==> src/rtl/rom_arb_pkg.sv <==
// Shared types and helpers for the ROM arbiter: port identifiers, byte-to-word
// offset and the misalignment test applied to granted addresses.
package rom_arb_pkg;

    typedef enum logic {
        PORT_I = 1'b0,
        PORT_D = 1'b1
    } rom_port_t;

    localparam int WORD_OFS = 2;

    function automatic logic is_misaligned(input logic [WORD_OFS-1:0] low_bits);
        return low_bits != '0;
    endfunction

endpackage

==> src/rtl/rom_arb_pick.sv <==
// Two-way combinational picker: grants a lone requester, and on contention
// grants the port that was not granted last. grant[0] = fetch, grant[1] = load.
module rom_arb_pick
    import rom_arb_pkg::*;
(
    input  logic [1:0] req,
    input  rom_port_t  last,
    output logic [1:0] grant
);

    always_comb begin
        // NOTE: default first so every path assigns grant and no latch is inferred.
        grant = 2'b00;
        unique case (req)
            2'b01:   grant = 2'b01;
            2'b10:   grant = 2'b10;
            2'b11:   grant = (last == PORT_I) ? 2'b10 : 2'b01;
            default: grant = 2'b00;
        endcase
    end

endmodule

==> src/rtl/rom_arbiter.sv <==
// Arbitrates the single-port synchronous ROM between fetch (i) and load (d).
// Define ROM_ARB_RR_EN for round-robin; otherwise load has fixed priority.
module rom_arbiter
    import rom_arb_pkg::*;
#(
    parameter int ADDR_WIDTH = 9,
    parameter int DATA_WIDTH = 32
) (
    input  logic                  clk,
    input  logic                  rst,

    input  logic                  i_req,
    input  logic [ADDR_WIDTH-1:0] i_addr,
    output logic                  i_gnt,
    output logic                  i_rvalid,
    output logic [DATA_WIDTH-1:0] i_rdata,
    output logic                  i_err,

    input  logic                  d_req,
    input  logic [ADDR_WIDTH-1:0] d_addr,
    output logic                  d_gnt,
    output logic                  d_rvalid,
    output logic [DATA_WIDTH-1:0] d_rdata,
    output logic                  d_err,

    output logic [ADDR_WIDTH-1:0] rom_addr,
    input  logic [DATA_WIDTH-1:0] rom_data
);

    logic [1:0] pick_grant;
    rom_port_t  pick_last;
    logic       gnt_i;
    logic       gnt_d;
    logic       any_gnt;

    logic       resp_valid;
    rom_port_t  resp_port;
    logic       resp_err;

`ifdef ROM_ARB_RR_EN
    rom_port_t  rr_last;

    always_ff @(posedge clk or posedge rst) begin
        if (rst) begin
            rr_last <= PORT_I;
        end else if (any_gnt) begin
            rr_last <= gnt_d ? PORT_D : PORT_I;
        end
    end

    assign pick_last = rr_last;
`else
    // Tying last to fetch makes every contention resolve in favour of load.
    assign pick_last = PORT_I;
`endif

    rom_arb_pick u_pick (
        .req   ({d_req, i_req}),
        .last  (pick_last),
        .grant (pick_grant)
    );

    assign gnt_i   = pick_grant[0] & ~rst;
    assign gnt_d   = pick_grant[1] & ~rst;
    assign any_gnt = gnt_i | gnt_d;

    assign i_gnt = gnt_i;
    assign d_gnt = gnt_d;

    always_comb begin
        rom_addr = '0;
        if (gnt_d) begin
            rom_addr = d_addr;
        end else if (gnt_i) begin
            rom_addr = i_addr;
        end
    end

    // NOTE: sequential state uses non-blocking assignments so all registers
    // sample the same pre-edge values.
    always_ff @(posedge clk or posedge rst) begin
        if (rst) begin
            resp_valid <= 1'b0;
            resp_port  <= PORT_I;
            resp_err   <= 1'b0;
        end else begin
            resp_valid <= any_gnt;
            resp_port  <= gnt_d ? PORT_D : PORT_I;
            resp_err   <= any_gnt & is_misaligned(rom_addr[WORD_OFS-1:0]);
        end
    end

    // Responses are gated by the registered valid, so reset clears them at once.
    assign i_rvalid = resp_valid & (resp_port == PORT_I);
    assign d_rvalid = resp_valid & (resp_port == PORT_D);
    assign i_rdata  = i_rvalid ? rom_data : '0;
    assign d_rdata  = d_rvalid ? rom_data : '0;
    assign i_err    = i_rvalid & resp_err;
    assign d_err    = d_rvalid & resp_err;

endmodule
==> config.mk <==
export PLATFORM = sky130hd
export DESIGN_NAME = rom_arbiter
export DESIGN_NICKNAME = d
export VERILOG_FILES = /design/src/rtl/rom_arb_pkg.sv /design/src/rtl/rom_arb_pick.sv /design/src/rtl/rom_arbiter.sv
export SDC_FILE = /design/constraint.sdc
export NUM_CORES = 1
export LEC_CHECK = 0
export BUFFER_PORTS_ARGS = -buffer_cell sky130_fd_sc_hd__clkbuf_2
export CORE_ASPECT_RATIO = 1.2
export CORE_MARGIN = 2
export CORE_UTILIZATION = 29
export CTS_BUF_LIST = sky130_fd_sc_hd__clkbuf_4 sky130_fd_sc_hd__clkbuf_8
export DETAILED_ROUTE_END_ITERATION = 8
export GPL_TIMING_DRIVEN = 0
export PLACE_DENSITY = 0.95
export SYNTH_ARGS = -nofsm -noshare
export SYNTH_HDL_FRONTEND = slang
export SYNTH_SLANG_ARGS = --single-unit
==> constraint.sdc <==
create_clock -name clk -period 3.12 [get_ports clk]
set_input_delay 0.468 -clock clk [delete_from_list [all_inputs] [get_ports clk]]
set_output_delay 0.468 -clock clk [all_outputs]
set_load 0.01 [all_outputs]
# After elaboration in Yosys (flattened, before gate mapping)
# Cells that the tools add are included.
[totals] regBits=3 latch_bits=0 ramBits=0 mem_bits_ro=0 input_bits=54 out_inout_bits=79 word_cells=24 n_memories=0
[classes] add_sub_neg=0 n_mul=0 div=0 order_cmp=0 n_eq_ne=3 shifts=0 muxes=6 bitwise_logic=10 n_reduce_logical=2
[op_table] cell="two-way mux 32 bit" n=2
[op_table] cell="two-way mux 9 bit" n=2
[op_table] cell="AND 1 bit" n=7
[op_table] cell="equality test 2 bit, second input constant" n=2
[op_table] cell="case mux 2 bit (2 select lines)" n=1
[op_table] cell="equality test 2 x 1 -> 1 bit, second input constant" n=1
[op_table] cell="NOT 1 bit" n=2
[op_table] cell="nonzero test 2 bit" n=1
[op_table] cell="OR reduction 2 bit" n=1
[op_table] cell="two-way mux 1 bit" n=1
[op_table] cell="OR 1 bit" n=1

# Depth between registers and ports, before layout
# Gate-level depths: netlist of the first run.
[logic_depth] ltp_word=8 depth_mapped=3 ltp_nobuf=2

# Hierarchy
# Synthesis of the first run repeated with hierarchy kept, for this count alone.
[unflattened] cells_unflattened=113 hier_area_um2=754.5
[modules_own_cells] mod="rom_arbiter" instances=1 cells_each=110 area_each_um2=735.7 seq_area_each_um2=75.1
[modules_own_cells] mod="rom_arb_pick" instances=1 cells_each=3 area_each_um2=18.8 seq_area_each_um2=0.0

# Least setup slack after synthesis of the first run
# OpenSTA, ideal clock, no wires.
[synth_path] kind="input -> output" start="in d_req" end="out rom_addr[0]" arrival_ns=1.067 t_required_ns=2.652 path_slack_ns=1.585 path_stages=3 n_path_buf=1 path_cell_list="nor3b_2 buf_2 a22o_1"
[synth_via] elab_chain_cells=6 elab_cells_between_ends=9 classes_between="eq/ne (3); mux (3); bitwise (2); reduce/logical (1)"
[synth_rtl] element="start, declared" line="rom_arbiter.sv:19" rtl="input logic d_req,"
[synth_rtl] element="equality test 2 bit" line="rom_arb_pick.sv:14" rtl="unique case (req)"
[synth_rtl] element="OR reduction 2 bit (no line)"
[synth_rtl] element="case mux 2 bit (2 select lines) (*)" line="rom_arb_pick.sv:14"
[synth_rtl] element="AND 1 bit (*)" line="rom_arbiter.sv:63" rtl="assign gnt_i = pick_grant[0] & ~rst;"
[synth_rtl] element="via i_gnt" line="rom_arbiter.sv:14" rtl="output logic i_gnt,"
[synth_rtl] element="two-way mux 9 bit (*)" line="rom_arbiter.sv:74" rtl="end else if (gnt_i) begin"
[synth_rtl] element="two-way mux 9 bit (*)" line="rom_arbiter.sv:72" rtl="if (gnt_d) begin"
[synth_rtl] element="end, declared" line="rom_arbiter.sv:26" rtl="output logic [ADDR_WIDTH-1:0] rom_addr,"
# The timed path passes the listed nets; every way through them passes the cells marked *.

# Final worst setup path of the first run
[layout_path] start="reg resp_valid" end="out i_rdata[14]"
[layout_via] elab_chain_cells=2
[layout_rtl] element="start, declared" line="rom_arbiter.sv:36" rtl="logic resp_valid;"
[layout_rtl] element="start signal, assigned" line="rom_arbiter.sv:87" rtl="resp_valid <= any_gnt;"
[layout_rtl] element="AND 1 bit" line="rom_arbiter.sv:94" rtl="assign i_rvalid = resp_valid & (resp_port == PORT_I);"
[layout_rtl] element="two-way mux 32 bit" line="rom_arbiter.sv:96" rtl="assign i_rdata = i_rvalid ? rom_data : '0;"
[layout_rtl] element="end, declared" line="rom_arbiter.sv:16" rtl="output logic [DATA_WIDTH-1:0] i_rdata,"
# Every way passes these cells.

==> run summary, run 1 <==
STATUS
------------------------------------------------------------------------------------
Outcome ............................................................... finished, final reports clean

FLOORPLANNING
------------------------------------------------------------------------------------
Die Width .............................................................      49.2 µm
Area inside the core boundary .........................................     2310 µm²
Vertical die dimension ................................................      58.2 µm
Number of standard-cell rows in the floorplan .........................           19
Full die area .........................................................     2860 µm²
Number of primary I/O pins ............................................          133
Effective utilization at floorplan ....................................        30.8%

YOSYS
------------------------------------------------------------------------------------
Seq/Total Area, Yosys .................................................        10.6%
Cell type contributing the most total cell area after synthesis .......       and2_1
Net count after synthesis .............................................          153
Synthesized instance count ............................................           99
Share of the synthesized area in compound gates (AO/OA/AOI/OAI) .......        12.3%
Area share of fa/ha/maj cells after synthesis .........................           0%
Unique cell type count in the Yosys netlist ...........................           14
Multiplexer share of the synthesized area .............................           0%
Number of synthesized register bits ...................................            3
Average footprint of a synthesized cell ...............................     7.18 µm²
Combinational family with the most area after synthesis ............... simple AND/OR/NAND/NOR gates
Area share of and/or/nand/nor cells after synthesis ...................        66.4%
Synth top area share ..................................................        29.9%
XOR/XNOR Fraction of Synth Area .......................................           0%
Yosys warning count ...................................................            0
Top cells by area in the synthesized netlist .......................... and2_1 (30%), and3_1 (29%), a22o_1 (12%)
Netlist area before placement .........................................      711 µm²

DRT
------------------------------------------------------------------------------------
First-pass iteration count of the detailed router .....................            4
1st-iter DRT viols ....................................................           22
Average routed wire per standard cell .................................      11.2 µm
Via/cell ratio ........................................................         4.60
Antenna violation net count after detailed routing ....................            0
Remaining design rule violation count .................................            0
Via count .............................................................         1223
Total wire length .....................................................      2970 µm

GLOBAL ROUTING
------------------------------------------------------------------------------------
Maximum number of pins on one net before global-route repair ..........           12
First-pass GRT wire length ............................................      4770 µm
All-Layer GR Usage ....................................................        21.1%
Global route overflow .................................................            0
Via count of the first global-routing pass ............................         1150
Number of antenna violations at the first check in global routing .....            0

POWER
------------------------------------------------------------------------------------
Max VDD drop ..........................................................     0.181 mV
Flop pwr share ........................................................        16.0%
Net Sw Power ..........................................................       101 µW
Pwr per Cell Area .....................................................   195 nW/µm²
Leakage power .........................................................   0.00104 µW
Cell-internal power ...................................................       180 µW
Share of total power in the clock network .............................        27.3%
Switching portion of total power ......................................        35.9%
Part of the power in combinational logic ..............................        56.7%

CLOCK TREE
------------------------------------------------------------------------------------
CTS sink cnt ..........................................................            3
Root buffer cell ......................................................     clkbuf_4
Clock transition at the registers of the reported paths ...............      0.04 ns
Number of clock buffers inserted by TritonCTS .........................            3
H-tree lvl count ......................................................            1
Longest Clk Path Bufs .................................................            2
Number of buffers inserted to repair setup after CTS ..................            0
CTS tree ..............................................................          yes
Number of buffers inserted for hold repair after clock tree synthesis .            0
Number of cells upsized or downsized after cts ........................            0

TIMING
------------------------------------------------------------------------------------
Hold violation total from the final report ............................            0
Peak clock frequency supported by timing ..............................      548 MHz
Worst Tran Pin Value ..................................................     0.289 ns
Setup violation total in the final timing report ......................            0
Number of slew-limit violations in the final report ...................            0
Setup repair after global routing missed its margin ...................           no
Shortest clock period the worst path allows after layout ..............      1.83 ns
Post-Route Setup TNS ..................................................         0 ns
Hold WS ...............................................................     0.132 ns
Worst slew margin relative to its limit ...............................        80.7%
Final cycle utilization of the critical path ..........................        58.5%

WORST SETUP PATH
------------------------------------------------------------------------------------
Dominant delay contributor by cell family on the critical path ........   flip-flops
Setup crit start kind .................................................    flip-flop
Cell-by-cell trace of the critical path ............................... nor2b_4 > buf_6 > and2_1 > clkbuf_2
Max stage delay on crit path ..........................................      0.43 ns
Worst endpoint data arrival time ......................................      1.36 ns
Endpoint kind of the worst setup timing path ..........................  output port
Start point of the critical path ......................................   resp_valid
Category of the most critical setup path .............................. flip-flop to output port
Worst-path maximum fanout .............................................           10
Number of buffer and inverter instances along the worst setup path ....            2
Last element of the critical path .....................................  i_rdata[14]
Required @ worst endpoint .............................................      2.65 ns
Cell type of the slowest stage on the worst timing path ...............      dfrtp_1
Crit path depth .......................................................            4

FLOW RUN
------------------------------------------------------------------------------------
Max cap viols .........................................................            0

LAYOUT
------------------------------------------------------------------------------------
NumNets Final .........................................................          290
Leading cell type in the layout, fill and taps excluded ...............     clkbuf_2
Commonest non-fill, non-tap cells in the layout ....................... clkbuf_2 (132), and2_1 (34), and3_1 (33)
Fraction of final layout cells sized beyond drive strength 1 ..........        63.4%
Fillers ...............................................................          221
Diodes inserted .......................................................            0
Area added between synthesis and finish ...............................         103%

PLACE
------------------------------------------------------------------------------------
DP Wirelength .........................................................      2600 µm
Routability-driven placement congestion ratio .........................        0.717
Buffers added on ports ................................................          132

WORST HOLD PATH
------------------------------------------------------------------------------------
Hold crit path type ................................................... primary input to async pin

## cells by family (layout without fill, tap and decap cells)
family                 after synthesis  in the layout
DFF                                  3              3
buffers and inverters               12            148
and+or+nand+nor                     74             74
AOI/OAI and AO/OA                   10             10
## synth_stat cells
library cell / count
nor2_1: 2
buf_2: 7
dfrtp_1: 3
buf_6: 3
inv_1: 1
nor2b_1: 1
nor3b_2: 1
nor2b_4: 1
or2_1: 1
a22o_1: 10
and2_1: 34
clkbuf_1: 1
and3_1: 33
or2_2: 1
## worst min-delay path by stage
stage / from / end / cells past startpoint
after floorplan: rst / resp_err / 1
after global placement: rst / resp_port / 2
after detailed placement: rst / resp_port / 2
after CTS: rst / resp_valid / 2
after global routing: rst / resp_valid / 2
final: rst / resp_port / 2
## area by class of cell
cell class	instances	area, µm²	area share, %
Timing Repair Buffer	132	661	45.9
Multi-Input combinational cell	84	559	38.8
Sequential cell	3	75.1	5.21
Buffer	11	72.6	5.04
Tap cell	31	38.8	2.69
Clock buffer	4	30.0	2.09
Inverter	1	3.75	0.261
## stage by stage
step / utilization, % / std cells / power (µW) / setup slack [ns] / cell area (µm²)
2_1_floorplan: - / 99 / 122 / 1.58 / 711
3_3_place_gp: 61.2 / 262 / 202 / 1.36 / 1410
3_5_place_dp: 61.2 / 262 / 206 / 1.32 / 1410
4_1_cts: 62.5 / 266 / 286 / 1.24 / 1440
5_1_grt: 62.5 / 266 / 304 / 1.15 / 1440
6_report: 62.5 / 266 / 280 / 1.29 / 1440
## metal layers
metal / track usage (%) / vias to the layer above / wire length [µm]
met5: 0 / - / 0
met4: 10.6 / 0 / 24
met3: 4.90 / 2 / 365
met2: 41.9 / 82 / 1640
met1: 20.0 / 518 / 944
li1: - / 621 / -
## sequential cells by signal, summed over array words and instances (netlist names)
signal and count:
resp_valid 1, resp_err 1, resp_port 1
## power by group through the flow
| stage | Sequential (µW) | Clock (µW) | Combinational [µW] |
|---|---|---|---|
| global placement | 45.3 | 0 | 157 |
| finish | 44.8 | 76.6 | 159 |
| floorplan | 44.3 | 0 | 77.9 |
| detailed placement | 45.6 | 0 | 160 |
| global route | 45.4 | 82.6 | 176 |
| CTS | 45.1 | 79.5 | 161 |
(Power assumes the default switching activity.)
==> run 2, diff against run 1 <==
--- a/config.mk
+++ b/config.mk
@@ -8,11 +8,11 @@
 export BUFFER_PORTS_ARGS = -buffer_cell sky130_fd_sc_hd__clkbuf_2
 export CORE_ASPECT_RATIO = 1.2
 export CORE_MARGIN = 2
-export CORE_UTILIZATION = 29
+export CORE_UTILIZATION = 24
 export CTS_BUF_LIST = sky130_fd_sc_hd__clkbuf_4 sky130_fd_sc_hd__clkbuf_8
 export DETAILED_ROUTE_END_ITERATION = 8
 export GPL_TIMING_DRIVEN = 0
-export PLACE_DENSITY = 0.95
+export PLACE_DENSITY = 0.85
 export SYNTH_ARGS = -nofsm -noshare
 export SYNTH_HDL_FRONTEND = slang
 export SYNTH_SLANG_ARGS = --single-unit
==> constraint.sdc (replaced) <==
create_clock -name clk -period 1.63 [get_ports clk]
set_input_delay 0.2445 -clock clk [delete_from_list [all_inputs] [get_ports clk]]
set_output_delay 0.2445 -clock clk [all_outputs]
set_load 0.01 [all_outputs]
==> run 2 against run 1 <==
  * Sequential cell count is the same
  * Largest power group unchanged
  * Hold slack gained 0.095 ns
  * Combinational power grew 100%
  * Clock-buffer cell count is the same
  * Power grew 99%
==> run summary, run 2 (same netlist as run 1, synthesis figures left out) <==
WORST HOLD PATH
--------------------------------------------------------------------------------
Startpoint of the tightest hold check path ........................          rst
Worst hold path endpoint ..........................................   resp_valid
Hold path cells ...................................................            2
Hold crit path type ............................................... primary input to flip-flop   was primary input to async pin

POWER
--------------------------------------------------------------------------------
Part of the power in combinational logic ..........................        57.9%   was 56.7%
Cell-internal power ...............................................       356 µW   was 180 µW
Switching portion of total power ..................................        36.2%   was 35.9%
Net Sw Power ......................................................       202 µW   was 101 µW
Flop pwr share ....................................................        15.4%   was 16.0%
Leakage power .....................................................   0.00108 µW   was 0.00104 µW
Post-layout power .................................................       558 µW   was 280 µW
Pwr per Cell Area .................................................   371 nW/µm²   was 195 nW/µm²
Share of total power in the clock network .........................        26.8%   was 27.3%
Max VDD drop ......................................................     0.335 mV   was 0.181 mV

TIMING
--------------------------------------------------------------------------------
Worst slew margin relative to its limit ...........................        81.2%   was 80.7%
Setup repair after global routing missed its margin ...............          yes   was no
Peak clock frequency supported by timing ..........................      634 MHz
Number of slew-limit violations in the final report ...............            0   unchanged
Hold violation total from the final report ........................            0   unchanged
Final cycle utilization of the critical path ......................        96.7%
Worst Tran Pin Value ..............................................     0.282 ns   was 0.289 ns
Setup violation total in the final timing report ..................            0   unchanged
Shortest clock period the worst path allows after layout ..........      1.58 ns

DRT
--------------------------------------------------------------------------------
Via/cell ratio ....................................................         4.64   was 4.60
Total wire length .................................................      3270 µm   was 2970 µm
Via count .........................................................         1282   was 1223
First-pass iteration count of the detailed router .................            4   unchanged
1st-iter DRT viols ................................................           18   was 22
Remaining design rule violation count .............................            0   unchanged
Antenna violation net count after detailed routing ................            0   unchanged
Average routed wire per standard cell .............................      11.8 µm   was 11.2 µm

FLOORPLANNING
--------------------------------------------------------------------------------
Effective utilization at floorplan ................................        25.3%   was 30.8%
Area inside the core boundary .....................................     2810 µm²   was 2310 µm²
Number of standard-cell rows in the floorplan .....................           21   was 19
Die Width .........................................................      53.7 µm   was 49.2 µm
Full die area .....................................................     3410 µm²   was 2860 µm²
Number of primary I/O pins ........................................          133   unchanged
Vertical die dimension ............................................      63.6 µm   was 58.2 µm

WORST SETUP PATH
--------------------------------------------------------------------------------
Cell-by-cell trace of the critical path ........................... nor2b_4 > buf_2 > and2_1 > clkbuf_2   was nor2b_4 > buf_6 > and2_1 > clkbuf_2
Setup crit start kind .............................................    flip-flop   unchanged
Endpoint kind of the worst setup timing path ......................  output port   unchanged
Category of the most critical setup path .......................... flip-flop to output port   unchanged
Worst-path maximum fanout .........................................            6   was 10
Max stage delay on crit path ......................................      0.45 ns   was 0.43 ns
Worst endpoint data arrival time ..................................      1.33 ns   was 1.36 ns
Required @ worst endpoint .........................................      1.39 ns   was 2.65 ns
Cell type of the slowest stage on the worst timing path ...........      dfrtp_2   was dfrtp_1

STATUS
--------------------------------------------------------------------------------
Outcome ........................................................... finished, final reports clean   unchanged

PLACE
--------------------------------------------------------------------------------
Placed Area .......................................................     1410 µm²   about the same
Buffers added on ports ............................................          132   unchanged
Routability-driven placement congestion ratio .....................        0.722   was 0.717
DP Wirelength .....................................................      2680 µm   was 2600 µm

GLOBAL ROUTING
--------------------------------------------------------------------------------
Via count of the first global-routing pass ........................         1128   was 1150
All-Layer GR Usage ................................................        17.4%   was 21.1%
Number of antenna violations at the first check in global routing .            0   unchanged
First-pass GRT wire length ........................................      4570 µm   was 4770 µm
Maximum number of pins on one net before global-route repair ......           12   unchanged
Global route overflow .............................................            0   unchanged

LAYOUT
--------------------------------------------------------------------------------
Final design area excluding fillers ...............................     1510 µm²   was 1440 µm²
Final standard cell utilization of the core .......................        53.5%   was 62.5%
Commonest non-fill, non-tap cells in the layout ................... clkbuf_2 (132), and2_1 (34), and3_1 (33)   unchanged
NumNets Final .....................................................          297   was 290
Fraction of final layout cells sized beyond drive strength 1 ......        64.5%   was 63.4%
Area added between synthesis and finish ...........................         112%   was 103%
Diodes inserted ...................................................            0   unchanged
Leading cell type in the layout, fill and taps excluded ...........     clkbuf_2   unchanged
Registers with the most flip-flops ................................ resp_err x1, resp_port x1, resp_valid x1   unchanged
Fillers ...........................................................          295   was 221

CLOCK TREE
--------------------------------------------------------------------------------
Number of clock buffers inserted by TritonCTS .....................            3   unchanged
CTS sink cnt ......................................................            3   unchanged
CTS tree ..........................................................          yes   unchanged
Clock transition at the registers of the reported paths ...........      0.04 ns   about the same
H-tree lvl count ..................................................            1   unchanged
Longest Clk Path Bufs .............................................            2   unchanged
Root buffer cell ..................................................     clkbuf_4   unchanged

FLOW RUN
--------------------------------------------------------------------------------
Max cap viols .....................................................            0   unchanged

-- run 2: cell type report --
cell class / count / area [µm²] / area share (%)
Timing Repair Buffer: 138 / 711 / 47.2
Multi-Input combinational cell: 85 / 568 / 37.7
Sequential cell: 3 / 77.6 / 5.15
Buffer: 11 / 72.6 / 4.82
Tap cell: 34 / 42.5 / 2.83
Clock buffer: 4 / 30.0 / 2.00
Inverter: 1 / 3.75 / 0.249
-- run 2: timing repair --
action | in CTS | in global routing
buffers inserted | 1 | 2
setup endpoints to repair | 1 | 35
endpoints found under the hold margin | 3 | 0
gates cloned | 0 | 3
hold buffers | 1 | 0
gates resized for setup | 0 | 3
-- run 2: how the worst max path moves through the flow --
stage | cells after the start | endpoint | startpoint | slack (ns)
after CTS | 4 | i_rdata[23] | resp_valid | 0.003
final | 4 | i_rdata[6] | resp_port | 0.05
after detailed placement | 4 | i_rdata[10] | resp_valid | 0.26
after global placement | 4 | i_rdata[10] | resp_valid | 0.28
after global routing | 4 | i_rdata[5] | resp_port | -0.002
after floorplan | 3 | i_rdata[22] | resp_port | 0.47
-- run 2: routing by layer --
metal,vias up,part of all wire (%),GRT usage (%)
met5,-,0,0
met4,0,0.76,7.05
met3,4,14,5.92
met2,92,53,33.2
met1,552,33,15.5
li1,634,-,-
-- run 2: worst max-delay path, delay by kind of cell (launching register included) --
kind / cells / cell delay [ns]
flip-flops: 1 / 0.45
AND/OR/NAND/NOR: 2 / 0.35
buffers and inverters: 2 / 0.31
-- run 2: stage by stage --
step           instances  worst slack [ns]  setup TNS (ns)  hold slack, ns
6_report             276            0.0536               0           0.226
3_5_place_dp         265             0.256               0           0.140
4_1_cts              271           0.00284               0           0.223
5_1_grt              276          -0.00207        -0.00207           0.242
2_1_floorplan         99             0.466               0        -0.00186
3_3_place_gp         265             0.275               0           0.140
-- run 2: power by group through the flow --
stage	registers (µW)	clock network [µW]	logic, µW
2_1_floorplan	84.8	0	149
3_3_place_gp	87.3	0	301
3_5_place_dp	87.1	0	306
4_1_cts	86.1	154	312
5_1_grt	87.1	155	357
6_report	85.8	149	323
